--- src/rtl/bip_pkg.sv ---
// Shared definitions for the BIP accumulator CPU control path.
// Contents: instruction field bounds, opcode values, sequencer state encoding,
// accumulator/ALU mux select codes and the decoded control bundle.
// Optional feature macro: BIP_SINGLE_STEP_EN adds the StPause state.
package bip_pkg;

  // Instruction word layout: opcode in [15:11], operand in [10:0].
  localparam int unsigned InstrW     = 16;
  localparam int unsigned OpcodeMsb  = 15;
  localparam int unsigned OpcodeLsb  = 11;
  localparam int unsigned OpcodeW    = OpcodeMsb - OpcodeLsb + 1;
  localparam int unsigned OperandMsb = 10;

  localparam logic [OpcodeW-1:0] OpHlt  = 5'd0;
  localparam logic [OpcodeW-1:0] OpSto  = 5'd1;
  localparam logic [OpcodeW-1:0] OpLd   = 5'd2;
  localparam logic [OpcodeW-1:0] OpLdi  = 5'd3;
  localparam logic [OpcodeW-1:0] OpAdd  = 5'd4;
  localparam logic [OpcodeW-1:0] OpAddi = 5'd5;
  localparam logic [OpcodeW-1:0] OpSub  = 5'd6;
  localparam logic [OpcodeW-1:0] OpSubi = 5'd7;

  // Accumulator input mux and ALU B mux codes.
  localparam logic [1:0] SelAAlu = 2'd0;
  localparam logic [1:0] SelAImm = 2'd1;
  localparam logic [1:0] SelADm  = 2'd2;
  localparam logic       SelBDm  = 1'b0;
  localparam logic       SelBImm = 1'b1;

  typedef enum logic [2:0] {
    StIdle,
    StFetch,
    StDecode,
    StExec,
`ifdef BIP_SINGLE_STEP_EN
    StPause,
`endif
    StHalt
  } state_e;

  typedef struct packed {
    logic [1:0] sel_a;
    logic       sel_b;
    logic       alu_op;
    logic       acc_wr_en;
    logic       dm_wr_en;
    logic       dm_rd_en;
    logic       is_hlt;
  } ctrl_t;

endpackage

--- src/rtl/bip_op_decode.sv ---
// Pure combinational opcode decoder for the BIP sequencer.
// Ports:
//   opcode_i  instruction opcode field (ir[15:11])
//   ctrl_o    raw control bundle; the sequencer qualifies it with the EXEC state
module bip_op_decode
  import bip_pkg::*;
(
  input  logic [OpcodeW-1:0] opcode_i,
  output ctrl_t              ctrl_o
);

  always_comb begin
    ctrl_o = '0;
    case (opcode_i)
      OpHlt: ctrl_o.is_hlt = 1'b1;
      OpSto: ctrl_o.dm_wr_en = 1'b1;
      OpLd: begin
        ctrl_o.dm_rd_en  = 1'b1;
        ctrl_o.sel_a     = SelADm;
        ctrl_o.acc_wr_en = 1'b1;
      end
      OpLdi: begin
        ctrl_o.sel_a     = SelAImm;
        ctrl_o.acc_wr_en = 1'b1;
      end
      OpAdd, OpSub: begin
        ctrl_o.dm_rd_en  = 1'b1;
        ctrl_o.sel_a     = SelAAlu;
        ctrl_o.sel_b     = SelBDm;
        ctrl_o.acc_wr_en = 1'b1;
        ctrl_o.alu_op    = (opcode_i == OpAdd);
      end
      OpAddi, OpSubi: begin
        ctrl_o.sel_a     = SelAAlu;
        ctrl_o.sel_b     = SelBImm;
        ctrl_o.acc_wr_en = 1'b1;
        ctrl_o.alu_op    = (opcode_i == OpAddi);
      end
      // Opcodes 8..31 are NOPs: no enables.
      default: ;
    endcase
  end

endmodule

--- src/rtl/bip_sequencer.sv ---
// Multi-cycle control unit for the BIP accumulator CPU.
// Owns the PC and instruction register and walks each instruction through
// FETCH -> DECODE -> EXEC, stopping in HALT on the HLT opcode.
// Optional feature macro: BIP_SINGLE_STEP_EN adds step_mode/step inputs and a
// PAUSE state entered after each non-HLT EXEC while step_mode is high.
// Ports:
//   clk, reset        clock; synchronous active-high reset
//   start             begin execution from pc=0 (only honoured in IDLE)
//   step_mode, step   single-step controls (BIP_SINGLE_STEP_EN only)
//   pm_addr, pm_data  program-memory address (= pc) / instruction (sync ROM)
//   dm_addr, dm_wr_en, dm_rd_en  data-memory address (= operand) and strobes
//   operand           sign-extended operand for the immediate path
//   sel_a, sel_b, alu_op, acc_wr_en  datapath controls, live only in EXEC
//   busy, halted      run status
//   cycle_count       saturating count of FETCH/DECODE/EXEC cycles
module bip_sequencer
  import bip_pkg::*;
#(
  parameter int unsigned PC_W      = 11,
  parameter int unsigned OPERAND_W = 11,
  parameter int unsigned DATA_W    = 16,
  parameter int unsigned CNT_W     = 32
) (
  input  logic                 clk,
  input  logic                 reset,
  input  logic                 start,
`ifdef BIP_SINGLE_STEP_EN
  input  logic                 step_mode,
  input  logic                 step,
`endif
  output logic [PC_W-1:0]      pm_addr,
  input  logic [InstrW-1:0]    pm_data,
  output logic [OPERAND_W-1:0] dm_addr,
  output logic                 dm_wr_en,
  output logic                 dm_rd_en,
  output logic [DATA_W-1:0]    operand,
  output logic [1:0]           sel_a,
  output logic                 sel_b,
  output logic                 alu_op,
  output logic                 acc_wr_en,
  output logic                 busy,
  output logic                 halted,
  output logic [CNT_W-1:0]     cycle_count
);

  state_e            state_q, state_d;
  logic [PC_W-1:0]   pc_q, pc_d;
  logic [InstrW-1:0] ir_q, ir_d;
  logic [CNT_W-1:0]  cnt_q, cnt_d;
  ctrl_t             dec;
  logic              exec_en;

  bip_op_decode u_op_decode (
    .opcode_i (ir_q[OpcodeMsb:OpcodeLsb]),
    .ctrl_o   (dec)
  );

  // State register
  always_ff @(posedge clk) begin
    if (reset) begin
      state_q <= StIdle;
    end else begin
      state_q <= state_d;
    end
  end

  // Next-state logic
  always_comb begin
    state_d = state_q;
    unique case (state_q)
      StIdle:   if (start) state_d = StFetch;
      StFetch:  state_d = StDecode;
      StDecode: state_d = StExec;
      StExec: begin
        if (dec.is_hlt) begin
          state_d = StHalt;
`ifdef BIP_SINGLE_STEP_EN
        end else if (step_mode) begin
          state_d = StPause;
`endif
        end else begin
          state_d = StFetch;
        end
      end
`ifdef BIP_SINGLE_STEP_EN
      StPause:  if (step) state_d = StFetch;
`endif
      StHalt:   state_d = StHalt;
      default:  state_d = StIdle;
    endcase
  end

  // Datapath registers: pc, ir, cycle counter
  always_ff @(posedge clk) begin
    if (reset) begin
      pc_q  <= '0;
      ir_q  <= '0;
      cnt_q <= '0;
    end else begin
      pc_q  <= pc_d;
      ir_q  <= ir_d;
      cnt_q <= cnt_d;
    end
  end

  always_comb begin
    pc_d  = pc_q;
    ir_d  = ir_q;
    cnt_d = cnt_q;
    // pc wraps naturally at 2^PC_W; HLT leaves it pointing at itself.
    if (state_q == StExec && !dec.is_hlt) begin
      pc_d = pc_q + PC_W'(1);
    end
    // Sync ROM: the word addressed in FETCH is on pm_data during DECODE.
    if (state_q == StDecode) begin
      ir_d = pm_data;
    end
    if ((state_q == StFetch || state_q == StDecode || state_q == StExec) && (cnt_q != '1)) begin
      cnt_d = cnt_q + CNT_W'(1);
    end
  end

  // Outputs
  always_comb begin
    // Reset masks the strobes so an aborted EXEC never writes data memory.
    exec_en     = (state_q == StExec) && !reset;
    dm_wr_en    = exec_en && dec.dm_wr_en;
    dm_rd_en    = exec_en && dec.dm_rd_en;
    acc_wr_en   = exec_en && dec.acc_wr_en;
    alu_op      = exec_en && dec.alu_op;
    sel_b       = exec_en ? dec.sel_b : SelBDm;
    sel_a       = exec_en ? dec.sel_a : SelAAlu;
`ifdef BIP_SINGLE_STEP_EN
    busy        = (state_q == StFetch) || (state_q == StDecode) || (state_q == StExec) ||
                  (state_q == StPause);
`else
    busy        = (state_q == StFetch) || (state_q == StDecode) || (state_q == StExec);
`endif
    halted      = (state_q == StHalt);
    pm_addr     = pc_q;
    dm_addr     = ir_q[OPERAND_W-1:0];
    operand     = {{(DATA_W - OPERAND_W){ir_q[OPERAND_W-1]}}, ir_q[OPERAND_W-1:0]};
    cycle_count = cnt_q;
  end

endmodule

--- config.mk ---
export PLATFORM = sky130hd
export DESIGN_NAME = bip_sequencer
export DESIGN_NICKNAME = d
export VERILOG_FILES = /design/src/rtl/bip_pkg.sv /design/src/rtl/bip_op_decode.sv /design/src/rtl/bip_sequencer.sv
export SDC_FILE = /design/constraint.sdc
export NUM_CORES = 1
export LEC_CHECK = 0
export ABC_AREA = 0
export CAP_MARGIN = 5
export CORE_MARGIN = 2
export CORE_UTILIZATION = 52
export CTS_BUF_LIST = sky130_fd_sc_hd__clkbuf_8
export CTS_CLUSTER_DIAMETER = 150
export DETAILED_ROUTE_END_ITERATION = 10
export PLACE_DENSITY = 0.88
export SETUP_SLACK_MARGIN = 0.4
export SLEW_MARGIN = 20
export SYNTH_ARGS = -nofsm -noshare
export SYNTH_HDL_FRONTEND = slang
export SYNTH_SLANG_ARGS = --single-unit
--- constraint.sdc ---
create_clock -name clk -period 5.2 [get_ports clk]
set_clock_uncertainty 0.05 [all_clocks]
set_input_delay 1.04 -clock clk [delete_from_list [all_inputs] [get_ports clk]]
set_output_delay 1.04 -clock clk [all_outputs]
set_load 0.02 [all_outputs]
Word level (Yosys, flattened, before mapping)
Index checks and enable logic that the tools add are counted.
{"block": "word_totals", "mem_bits_ro": 0, "regBits": 62, "output_inout_bits": 79, "ramBits": 0, "latch_bits": 0, "mem_count": 0, "input_bits": 19, "elab_cells": 47}
{"block": "op_classes", "n_reduce_logical": 17, "addsub": 2, "n_bitwise": 0, "n_mul": 0, "div": 0, "shift": 0, "n_eq_ne": 13, "magnitude_cmp": 0, "n_mux": 11}
{"cell": "$add 32x1->32 const B", "count": 1}
{"cell": "$ne 32x32->1 const B", "count": 1}
{"cell": "$eq 5x3->1 const B", "count": 4}
{"cell": "$pmux 3 s5", "count": 1}
{"cell": "$add 11x1->11 const B", "count": 1}
{"cell": "$eq 5x2->1 const B", "count": 2}
{"cell": "$pmux 2 s2", "count": 2}
{"cell": "$logic_and 1x1->1", "count": 7}
{"cell": "$eq 3x2->1 const B", "count": 2}
{"cell": "$mux 3", "count": 2}
{"cell": "$reduce_or 6->1", "count": 1}
{"cell": "$eq 5x1->1 const B", "count": 1}
{"cell": "$logic_not 5->1", "count": 1}
{"cell": "$mux 1", "count": 5}
{"cell": "$reduce_or 2->1", "count": 2}
{"cell": "$eq 3x1->1 const B", "count": 1}
{"cell": "$eq 3x3->1 const B", "count": 1}
{"cell": "$logic_not 3->1", "count": 1}
{"cell": "$reduce_or 3->1", "count": 1}
{"cell": "$logic_not 1->1", "count": 2}
{"cell": "$logic_or 1x1->1", "count": 2}
{"cell": "$mux 2", "count": 1}
{"cell": "$ne 2x2->1 const B", "count": 1}

Logic depth before layout (Yosys ltp)
{"block": "logic_depth", "word_depth": 4, "mapped_depth": 8, "depth_no_buf": 6}

Hierarchy
A second synthesis with hierarchy kept.
{"block": "hier_totals", "hier_cells": 384, "area_unflattened_um2": 3135.5}
{"module": "bip_sequencer", "n_inst": 1, "cells_each": 373, "area_per_inst_um2": 3054.2, "seq_area_each_um2": 1241.2}
{"module": "bip_op_decode", "n_inst": 1, "cells_each": 11, "area_per_inst_um2": 81.3, "seq_area_each_um2": 0.0}

Least setup slack after synthesis
No wires, ideal clock.
{"block": "synth_path", "kind": "input to output", "startpoint": "input reset", "endpoint": "output alu_op", "arrival_ns": 2.304, "required_ns": 4.110, "setup_slack_ns": 1.806, "cell_stages": 3, "cell_sequence": "clkbuf_1 -> or4_1 -> nor3b_1"}
{"block": "synth_via", "elab_chain_len": 3}
{"element": "from (decl)", "line_no": "bip_sequencer.sv:25", "text": "input logic reset,"}
{"element": "$logic_not 1->1", "line_no": "bip_sequencer.sv:126", "text": "exec_en = (state_q == StExec) && !reset;"}
{"element": "$logic_and 1x1->1", "line_no": "bip_sequencer.sv:126"}
{"element": "$logic_and 1x1->1", "line_no": "bip_sequencer.sv:130", "text": "alu_op = exec_en && dec.alu_op;"}
{"element": "to (decl)", "line_no": "bip_sequencer.sv:39", "text": "output logic alu_op,"}
Every way passes these cells.

Final worst setup path
Same ends and word-level chain as after synthesis.

==> reports/qor.csv <==
stage,metric,value,unit
clocking,hold_buffers,0,
synth,synth_top_family_by_area,simple AND/OR/NAND/NOR gates,
setup_path,crit_arrival,2.62,ns
routing,wl_met3,536,um
synth,synth_compound_area_share,18.7,%
placed_design,dp_hpwl,5220,um
sta,worst_pin_slew,0.894,ns
synth,synth_mux_area_share,0.317,%
hold_path,hold_path.class,register to register,
placed_design,gp_congestion,0.839,
sta,hold_violations,0,
global_route,grt_start_max_net_pins,58,
routing,remaining_drc_errors,0,
global_route,grt_usage,22.6,%
synth,synth-simple-area-share,27.6,%
final_layout,final_cell_mix,"clkdlybuf4s50_1 (96), dfxtp_1 (62), nand2_1 (48), a21oi_1 (38), nor2_1 (25)",
power,powerDensity,288,nW/um^2
placed_design,numPortBuffers,97,
sta,fin_crit_sh,71.4,%
floorplanning,fp.dieH,81.9,um
routing,firstDrtPassIters,4,
setup_path,cp-start-kind,input port,
routing,top_layer_used,met4,
routing,postRouteAntennaNets,0,
sta,fin_crit,3.71,ns
clocking,clockBufferDepth,2,
global_route,antenna_found_initial,0,
clocking,clk_pin_slew_worst_paths,0.08,ns
clocking,tritoncts,yes,
synth,yosysUniqueCellTypes,47,
sta,setup_viol,0,
synth,syn_nets,398,
flow_run,drv_cap,0,
clocking,cts_setup_buffers,0,
synth,yosysSeqAreaShare,39.3,%
final_layout,seqCellArea,1240,um^2
final_layout,drive_gt1_share,9.38,%
routing,wl_per_cell,14.1,um
clocking,clock-sinks,62,
clocking,htreeDepth,3,
sta,final.setup.tns,0,ns
synth,synth_area,3160,um^2
routing,drt_wl_total,7390,um
clocking,cts_inserted_buffers,9,
synth,synth.avg_cell_area,8.38,um^2
global_route,overflow,0,
setup_path,crit_type,input port to output pin,
final_layout,multiInputGateArea,1600,um^2
clocking,clk_latency,0.34,ns
synth,yosys.area_share.adder,0.792,%
sta,rsz0062_at_grt,no,
routing,dr_wl_met2,3640,um
routing,vias_per_cell,5.73,
sta,slew-limit-headroom,40.2,%
floorplanning,die-area,6710,um^2
sta,hold_slack,0.423,ns
sta,maxSlewViolCount,0,
final_layout,nNetsFinal,464,
outcome,outcome,finished clean,
routing,vias,2996,
routing,drt-initial-drc-count,169,
final_layout,fillers,464,
sta,max_freq,0.269,GHz
final_layout,syn2layout_area_growth,32.1,%
synth,ys_seq_elements,62,
power,p_leak,1.30,nW
floorplanning,die_x,81.9,um
floorplanning,rows,28,
clocking,cts_root_buffer,clkbuf_8,
setup_path,crit_path_end_kind,output pin,
floorplanning,pin_count,98,
synth,synth_xor_area_share,3.33,%
power,peakVddDrop,0.220,mV
clocking,ctsResizeCount,0,
synth,ys.warnings.count,0,
floorplanning,initial_core_util,53.7,%
global_route,grt_pass1_vias,2771,
routing,m1WireLength,3140,um
synth,synthCells,377,
setup_path,crit_fanout,8,
final_layout,utilization,70.9,%
global_route,grt_pass1_wl,11800,um
final_layout,diodes,0,
final_layout,final_common_cell,clkdlybuf4s50_1,
floorplanning,coreArea,5890,um^2
setup_path,cp.required,4.11,ns
[stage by stage]
stage	instances	instance area, um^2	setup slack [ns]	power (W)
after floorplan	377	3160	1.81	0.000664
after global placement	507	3940	1.52	0.000716
after detailed placement	507	3940	1.50	0.000722
after CTS	523	4170	1.49	0.00121
after global routing	523	4170	1.42	0.00125
final	523	4170	1.49	0.00120
[path summary, 6_finish.rpt]
kind | startpoint | endpoint | slack (ns) | depth (start not counted)
setup / recovery | reset | alu_op | 1.49 | 4
hold / removal | ir_q[7]$_SDFFE_PP0P_ | ir_q[7]$_SDFFE_PP0P_ | 0.42 | 2
setup reg to reg | cycle_count[0]$_SDFFE_PP0P_ | cycle_count[23]$_SDFFE_PP0P_ | 2.47 | 6
hold reg to reg | ir_q[7]$_SDFFE_PP0P_ | ir_q[7]$_SDFFE_PP0P_ | 0.42 | 2
[registers in the layout, summed over array words and instances, names as in the netlist]
register,flops
cycle_count,32
pm_addr,11
state_q,3
ir_q,16
[cells by family after synthesis]
family,after synthesis
AO/OA/AOI/OAI,87
XOR/XNOR,12
adder cells (fa/ha/maj),2
buffers and inverters,50
flip-flops,62
multiplexers,1
AND/OR/NAND/NOR,163
[layout make-up]
type,instances,area share [%]
multi-input combinational,265,38.4
sequential,62,29.8
timing repair buffer,99,23.5
clock buffer,10,3.30
tap,75,2.25
clock inverter,6,2.22
inverter,6,0.540
[per-layer routing]
metal  up-vias  track usage, %
met5         -               0
met4         0            8.83
met3        10            8.46
met2       103            39.3
met1      1419            24.8
li1       1464               -
[critical path, cell delays in order]
cell,delay [ns]
buf_2,0.16
or4_1,0.56
nor3b_1,0.23
clkdlybuf4s50_1,0.63
[synthesized netlist by cell type (all sizes together)]
library cell / n / share of area [%]
nand3b: 1 / 0.24
nor3: 10 / 1.6
or3b: 1 / 0.28
o21bai: 1 / 0.24
mux2i: 1 / 0.32
or4b: 1 / 0.32
or4: 13 / 3.1
nor4: 2 / 0.40
clkbuf: 10 / 1.2
nand3: 16 / 2.5
nand2: 48 / 5.7
and4: 1 / 0.28
xor2: 6 / 1.7
o311ai: 1 / 0.52
xnor2: 6 / 1.7
nor2: 25 / 3.0
and3b: 1 / 0.28
o211ai: 1 / 0.24
nand4: 8 / 2.5
dfxtp: 62 / 39
o31ai: 15 / 5.2
a21oi: 47 / 8.5
o2111ai: 2 / 0.55
inv: 6 / 0.71
and2: 2 / 0.40
nor3b: 3 / 0.87
nand2b: 1 / 0.20
or3: 22 / 4.4
and3: 4 / 0.79
o21ba: 1 / 0.32
buf: 34 / 8.1
nor2b: 1 / 0.20
ha: 2 / 0.79
o21a: 1 / 0.24
or2: 2 / 0.40
nor4b: 1 / 0.28
o21ai: 18 / 2.9
[power by group]
group / switching [W] / internal, W / total, W
combinational: 0.000104 / 0.0000866 / 0.000190
sequential: 0.0000260 / 0.000494 / 0.000520
clock: 0.000202 / 0.000286 / 0.000489
Power figures use the tool's default switching activity.
